==> config.mk <==
export PLATFORM = sky130hd
export DESIGN_NAME = reg_view_ctrl
export DESIGN_NICKNAME = d
export VERILOG_FILES = /design/src/rtl/reg_view_ctrl.sv
export SDC_FILE = /design/constraint.sdc
export NUM_CORES = 1
export LEC_CHECK = 0
export BUFFER_PORTS_ARGS = -buffer_cell sky130_fd_sc_hd__buf_2
export CAP_MARGIN = 15
export CORE_ASPECT_RATIO = 1.25
export CORE_MARGIN = 8
export CORE_UTILIZATION = 48
export CTS_CLUSTER_DIAMETER = 60
export CTS_CLUSTER_SIZE = 10
export DETAILED_ROUTE_END_ITERATION = 10
export GPL_TIMING_DRIVEN = 0
export HOLD_SLACK_MARGIN = 0.06
export PLACE_DENSITY = 0.74
export REMOVE_ABC_BUFFERS = 1
export SLEW_MARGIN = 30
export SYNTH_ARGS = -nofsm -noshare
export SYNTH_HDL_FRONTEND = slang
export SYNTH_SLANG_ARGS = --single-unit
export TNS_END_PERCENT = 5
==> constraint.sdc <==
create_clock -name clk -period 3.7 [get_ports clk]
set_input_delay 0.185 -clock clk [delete_from_list [all_inputs] [get_ports clk]]
set_output_delay 0.185 -clock clk [all_outputs]
set_load 0.03 [all_outputs]
==> src/rtl/reg_view_ctrl.sv <==
// Purpose : step a register-file read address with two raw pushbuttons and latch read data into a stable display word.
// Latency : press -> step pulse is 2 sync + DEB_CNT + 1 cycles; step -> seg load is RD_LAT + 1 cycles.
// Backpr. : none; pulses arriving while a step is in progress (busy=1) are dropped, never queued.
//
// Ports:
//   clk      board clock, rising edge
//   reset    asynchronous active-low reset
//   btn_up   raw pushbutton, asynchronous, press = 1; steps address +1 (wraps)
//   btn_dn   raw pushbutton, asynchronous, press = 1; steps address -1 (wraps)
//   freeze   1 = hold seg while idle (a step still reloads it)
//   rd_data  register-file read data for rd_addr, valid RD_LAT cycles after rd_addr changes
//   rd_addr  register-file read address
//   seg      display word
//   busy     1 while a step is in progress (WAIT/LATCH)
//
// Build option: define SHOW_ADDR_EN to place the address in the top byte of every seg load
// ({zero-padded rd_addr, rd_data[23:0]}); requires ADDR_W <= 8.

module reg_view_ctrl #(
   parameter int ADDR_W  = 5,
   parameter int DEB_CNT = 1000000,
   parameter int RD_LAT  = 1
) (
   input  logic              clk,
   input  logic              reset,
   input  logic              btn_up,
   input  logic              btn_dn,
   input  logic              freeze,
   input  logic [31:0]       rd_data,
   output logic [ADDR_W-1:0] rd_addr,
   output logic [31:0]       seg,
   output logic              busy
);

   localparam int CNT_W  = (DEB_CNT > 1) ? $clog2(DEB_CNT) : 1;
   localparam int WCNT_W = (RD_LAT > 1) ? $clog2(RD_LAT) : 1;
   localparam logic [CNT_W-1:0]  DEB_LAST  = CNT_W'(DEB_CNT - 1);
   localparam logic [WCNT_W-1:0] WAIT_LOAD = WCNT_W'(RD_LAT - 1);

   typedef enum logic [1:0] {
      S_IDLE  = 2'd0,
      S_WAIT  = 2'd1,
      S_LATCH = 2'd2
   } state_t;

   // bit 0 = up button, bit 1 = down button
   logic [1:0] btn_raw;
   logic [1:0] sync1;
   logic [1:0] sync2;
   logic [1:0] deb_lvl;
   logic [1:0] pulse;
   logic       up_p;
   logic       dn_p;

   state_t              state;
   state_t              state_nxt;
   logic [ADDR_W-1:0]   addr_nxt;
   logic [WCNT_W-1:0]   wcnt;
   logic [WCNT_W-1:0]   wcnt_nxt;
   logic [31:0]         seg_nxt;
   logic [31:0]         seg_word;

   assign btn_raw = {btn_dn, btn_up};

   // Two-flop synchronisers for the asynchronous buttons.
   always_ff @(posedge clk or negedge reset) begin
      if (!reset) begin
         sync1 <= '0;
         sync2 <= '0;
      end else begin
         sync1 <= btn_raw;
         sync2 <= sync1;
      end
   end

   // Debounce: the synced level must disagree with the accepted level for
   // DEB_CNT consecutive cycles before it is accepted. Any agreeing cycle
   // restarts the count, so bounce shorter than DEB_CNT never gets through.
   // A one-cycle pulse is registered only on an accepted 0->1 change.
   for (genvar i = 0; i < 2; i++) begin : g_deb
      logic [CNT_W-1:0] cnt;
      logic             lvl;
      logic             p;

      always_ff @(posedge clk or negedge reset) begin
         if (!reset) begin
            cnt <= '0;
            lvl <= 1'b0;
            p   <= 1'b0;
         end else begin
            p <= 1'b0;
            if (sync2[i] == lvl) begin
               cnt <= '0;
            end else if (cnt == DEB_LAST) begin
               cnt <= '0;
               lvl <= sync2[i];
               p   <= sync2[i];
            end else begin
               cnt <= cnt + 1'b1;
            end
         end
      end

      assign deb_lvl[i] = lvl;
      assign pulse[i]   = p;
   end

   assign up_p = pulse[0];
   assign dn_p = pulse[1];

   // Word written into seg on every load.
`ifdef SHOW_ADDR_EN
   assign seg_word = {8'(rd_addr), rd_data[23:0]};
`else
   assign seg_word = rd_data;
`endif

   // State and datapath registers.
   always_ff @(posedge clk or negedge reset) begin
      if (!reset) begin
         state   <= S_IDLE;
         rd_addr <= '0;
         wcnt    <= '0;
         seg     <= '0;
      end else begin
         state   <= state_nxt;
         rd_addr <= addr_nxt;
         wcnt    <= wcnt_nxt;
         seg     <= seg_nxt;
      end
   end

   // Next-state and outputs. The address moves on entry to WAIT, so the
   // read data sampled in LATCH always belongs to the post-step address;
   // the idle live refresh is suppressed on the step cycle for the same reason.
   always_comb begin
      state_nxt = state;
      addr_nxt  = rd_addr;
      wcnt_nxt  = wcnt;
      seg_nxt   = seg;
      busy      = 1'b0;
      case (state)
         S_IDLE: begin
            if (up_p ^ dn_p) begin
               addr_nxt  = up_p ? rd_addr + 1'b1 : rd_addr - 1'b1;
               wcnt_nxt  = WAIT_LOAD;
               state_nxt = S_WAIT;
            end else if (!freeze) begin
               // Simultaneous up/down pulses cancel and count as no step.
               seg_nxt = seg_word;
            end
         end
         S_WAIT: begin
            busy = 1'b1;
            if (wcnt == '0) begin
               state_nxt = S_LATCH;
            end else begin
               wcnt_nxt = wcnt - 1'b1;
            end
         end
         S_LATCH: begin
            busy      = 1'b1;
            seg_nxt   = seg_word;
            state_nxt = S_IDLE;
         end
         default: begin
            state_nxt = S_IDLE;
         end
      endcase
   end

endmodule

=== After elaboration in Yosys (flattened, before gate mapping) ===
Cells that the tools add are included.

* Register bits after elaboration: 88
* Bits of input ports: 37
* Output and inout bits: 38
* Word-level logic and storage cells: 59

* Add/subtract/negate cells: 5
* Eq/ne operators: 10
* Muxes and demuxes: 19
* Bitwise operators: 3
* Reduce and logical (&&, ||, !) cells: 10

{| class="wikitable"
|+ Operators with widths
! cell !! number
|-
| $mux W20 || 4
|-
| $mux W32 || 2
|-
| $pmux W32 S2 || 1
|-
| $add A20 B1 Y20 const B || 2
|-
| $eq A20 B20 Y1 const B || 2
|-
| $reduce_and A2 Y1 || 5
|-
| $ne A2 B2 Y1 const B || 4
|-
| $mux W1 || 7
|-
| $add A5 B1 Y5 const B || 1
|-
| $mux W5 || 1
|-
| $sub A5 B1 Y5 const B || 1
|-
| $mux W2 || 2
|-
| $pmux W2 S2 || 1
|-
| $reduce_bool A2 Y1 || 2
|-
| $reduce_and A3 Y1 || 1
|-
| $eq A1 B1 Y1 || 2
|-
| $eq A2 B1 Y1 const B || 1
|-
| $eq A2 B2 Y1 const B || 1
|-
| $logic_not A2 Y1 || 1
|-
| $not A1 Y1 || 2
|-
| $pmux W1 S2 || 1
|-
| $reduce_or A2 Y1 || 1
|-
| $sub A1 B1 Y1 const B || 1
|-
| $xor A1 B1 Y1 || 1
|}

=== Longest topological paths before layout ===
* Depth after elaboration: 3
* Gate-level depth with buffers: 7

=== Least setup slack after synthesis ===
OpenSTA, ideal clock, no wires.

* Kind: flip-flop to flip-flop
* Start: reg g_deb[0].cnt[8]
* End: reg g_deb[0].lvl
* Arrival: 1.847 ns
* Slack: 1.728 ns
* Stages on the path, launching flop included: 5
* Buffers on the path: 0
* Period minus slack after synthesis: 1.972 ns
* Cell sequence: dfrtp_1 -> or4b_1 -> or4_1 -> nor2_1 -> mux2_2

* Cells in the longest elaborated chain, start to end: 2

{| class="wikitable"
|+ Ends and longest elaborated chain
! item !! RTL line !! text
|-
| from (decl) || 81 || <nowiki>logic [CNT_W-1:0] cnt;</nowiki>
|-
| from (signal assigned) || 99 || <nowiki>cnt <= cnt + 1'b1;</nowiki>
|-
| $eq A20 B20 Y1 || 94 || <nowiki>end else if (cnt == DEB_LAST) begin</nowiki>
|-
| $reduce_and A2 Y1 (no source line) || -- ||
|-
| to (signal assigned) || 96 || <nowiki>lvl <= sync2[i];</nowiki>
|-
| to (decl) || 82 || <nowiki>logic lvl;</nowiki>
|}

No other way between the ends.
A chain may end at the register's enable or synchronous reset.

=== Worst setup path in the final report ===
* Start: reg g_deb[0].cnt[6]
* End: reg g_deb[0].cnt[9]

* Cells in the longest elaborated chain, start to end: 3
* Elaborated cells between the ends (all ways): 4
* Classes of those cells: add/sub (1); eq/ne (1); mux (2)

{| class="wikitable"
|+ Ends and longest elaborated chain
! item !! RTL line !! text
|-
| $add A20 B1 Y20 / $eq A20 B20 Y1 (equally long branches) || 99, 94 ||
|-
| $mux W20 (*) || 94 ||
|-
| $mux W20 (*) || 92 || <nowiki>if (sync2[i] == lvl) begin</nowiki>
|}

Every way passes the cells marked *; elsewhere a longest branch is shown, timed or not.

==> results.ini <==
[run_status]
status = finished, final reports clean

[die]
dieWidth_um = 96.7
die_height_um = 117
die_area_um2 = 11300
ioPinCount = 75
start_util_pct = 48.4
row_count = 37
core_um2 = 8060

[power]
p_per_area_nw_per_um2 = 392
p_clk_share_pct = 34.8
total_power_uw = 1950
p_comb_share_pct = 13.0
p_leak_uw = 0.00222
p_int_uw = 1440
pwr-share-seq_pct = 52.3
p_switching_uw = 501
switching_share_pct = 25.8
ir_drop_mv = 0.287

[detailed_routing]
drt-pass1-iter-count = 5
vias_per_cell = 5.20
drtIter0Drc = 124
wirelength_mm = 8.18
ant_nets = 0
vias = 2829
drc_errors = 0
wire_per_inst_um = 15.0

[clock_tree]
clk_pin_slew_ns = 0.09
numCtsBuffers = 9
h-tree-depth = 3
cts_max_path_buffers = 2
insertion_delay_ns = 0.36
cts_tree = yes
postCtsSetupBuffers = 0
cts-root-buf = clkbuf_8
clock_sinks = 87

[timing]
tns_ns = 0
tightest_slew_ns = 0.804
fin_hold_ws_ns = 0.0748
slew_headroom_pct = 46.4
hold_viol_final = 0
report.final.slew_viol_count = 0
fin_worst_skew_ns = 0.0101
fin_crit_ns = 2.44
setup_violations = 0
grt_setup_unrepaired = no
timing.final.crit_share_pct = 65.9
fmax_mhz = 410

[grt]
gr-total-overflow = 0
grt_max_degree = 55
grt_use_total_pct = 15.2
grt_pass1_vias = 2848
grt_pass1_wl_mm = 13.9
antenna_found_initial = 0

[layout]
fin_area_um2 = 4960
num_antenna_cells = 0
final_common_cell = dfrtp_1
drive_above_1_share_pct = 31.5
syn_to_final_growth_pct = 27.2
nNetsFinal = 488
instances_no_fill = 544
final_cell_mix = 87 x dfrtp_1, 73 x buf_2, 35 x nor2_1

[logic_synthesis]
netlist_instances = 329
synth.avg_cell_area_um2 = 11.9
synth_seq_cells = 87
yosysSeqAreaShare_pct = 55.8
netlist_area_um2 = 3900
ys_types = 41
synth_warnings = 0

[placed_design]
io_buffers = 74
place_area_um2 = 4420
hpwl_mm = 5.57
dp.cells = 495
gp_congestion = 0.777

[flow_run]
drv_cap = 0

[setup_path]
worstPathArrival_ns = 2.64
required_ns = 3.90
cp-end-kind = flip-flop
criticalPathCategory = reg2reg
crit_path_start_kind = flip-flop
crit_path_max_fanout = 20

[min_path]
hold_path.class = in2reg

## worst max-delay path: stages, from the launching register on
cell and delay, ns:
dfrtp_1 0.45, or4b_1 0.49, or4_1 0.56, o21ai_2 0.65, nor2_1 0.12
## kinds of logic after synthesis
family                   synth area share [%]
AND/OR/NAND/NOR                          15.8
buffers and inverters                    2.28
flip-flops                               55.8
adder cells (fa/ha/maj)                  3.08
AO/OA/AOI/OAI                            5.39
XOR/XNOR                                 7.18
multiplexers                             10.5
## final timing paths
kind,startpoint,end,slack (ns),cells after the start
max in group asynchronous,reset,rd_addr[3],2.88,3
max reg2reg,g_deb[0].cnt[6],g_deb[0].cnt[9],1.26,4
max,g_deb[0].cnt[6],g_deb[0].cnt[9],1.26,4
min reg2reg,sync1[0],sync2[0],0.36,0
min,rd_data[13],seg[13],0.07,2
min in group asynchronous,reset,seg[6],0.28,2
## sequential cells by signal, summed over array words and instances (netlist names)
name and cells:
dn_p 1, sync2 2, g_deb.lvl 2, sync1 2, state 2, g_deb.cnt 40, rd_addr 5, seg 32
g_deb.p 1
## power groups by stage
stage | Sequential (uW) | Clock (uW) | Combinational, uW
global placement | 1030 | 0 | 216
floorplan | 1110 | 0 | 57.8
finish | 1020 | 676 | 252
CTS | 1020 | 696 | 252
detailed placement | 1040 | 0 | 225
global route | 1020 | 739 | 270
## metal layers
metal / share of wire [%] / vias to the layer above / global-route usage (%)
met5: 0 / - / 0
met4: 1.8 / 0 / 8.02
met3: 4.4 / 8 / 3.82
met2: 49 / 64 / 25.5
met1: 44 / 1372 / 17.9
li1: - / 1385 / -
## Yosys cell counts
master	number	area, um2
a21o_1	2	15.0
a21oi_1	13	65.1
and3_1	1	6.26
and3_2	1	7.51
and3b_1	1	8.76
and4_1	1	8.76
buf_2	5	25.0
buf_6	1	11.3
clkbuf_1	2	7.51
dfrtp_1	87	2180
fa_1	1	20.0
ha_1	8	100
inv_1	12	45.0
mux2_2	34	383
mux2_4	1	15.0
mux2i_1	1	10.0
nand2_1	13	48.8
nand2b_1	1	6.26
nand3_1	13	65.1
nand3_2	3	30.0
nand4_1	9	56.3
nand4_2	1	12.5
nor2_1	35	131
nor2b_1	1	6.26
nor3_1	6	30.0
nor3b_1	1	7.51
nor4_1	4	25.0
nor4b_1	1	8.76
o21ai_0	9	45.0
o21ai_1	1	5.00
o31ai_1	7	52.6
o41ai_4	1	27.5
or3_1	6	37.5
or3_2	1	7.51
or4_1	8	60.1
or4_2	1	8.76
or4_4	1	11.3
or4b_1	2	20.0
or4b_4	1	13.8
xnor2_1	21	184
xor2_1	11	96.3
## timing repair
item                                    in CTS  in global routing
gates resized for setup                      0                  0
endpoints found under the setup margin       0                  0
hold endpoints to repair                   116                  0
hold buffers                                32                  0
## final cells by class
class	count	area, um2
Multi-Input combinational cell	222	1650
Inverter	12	45.0
Clock inverter	5	56.3
Timing Repair Buffer	110	758
Clock buffer	11	151
Sequential cell	87	2180
Fill cell	636	3090
Tap cell	97	121
## metrics by stage
step	worst slack, ns	utilization (%)
global placement	-0.844	54.0
global route	1.05	61.6
CTS	1.23	61.5
detailed placement	1.26	54.9
floorplan	-0.0682	-
finish	1.26	61.6
No activity file was read; power rests on OpenSTA's default activity.
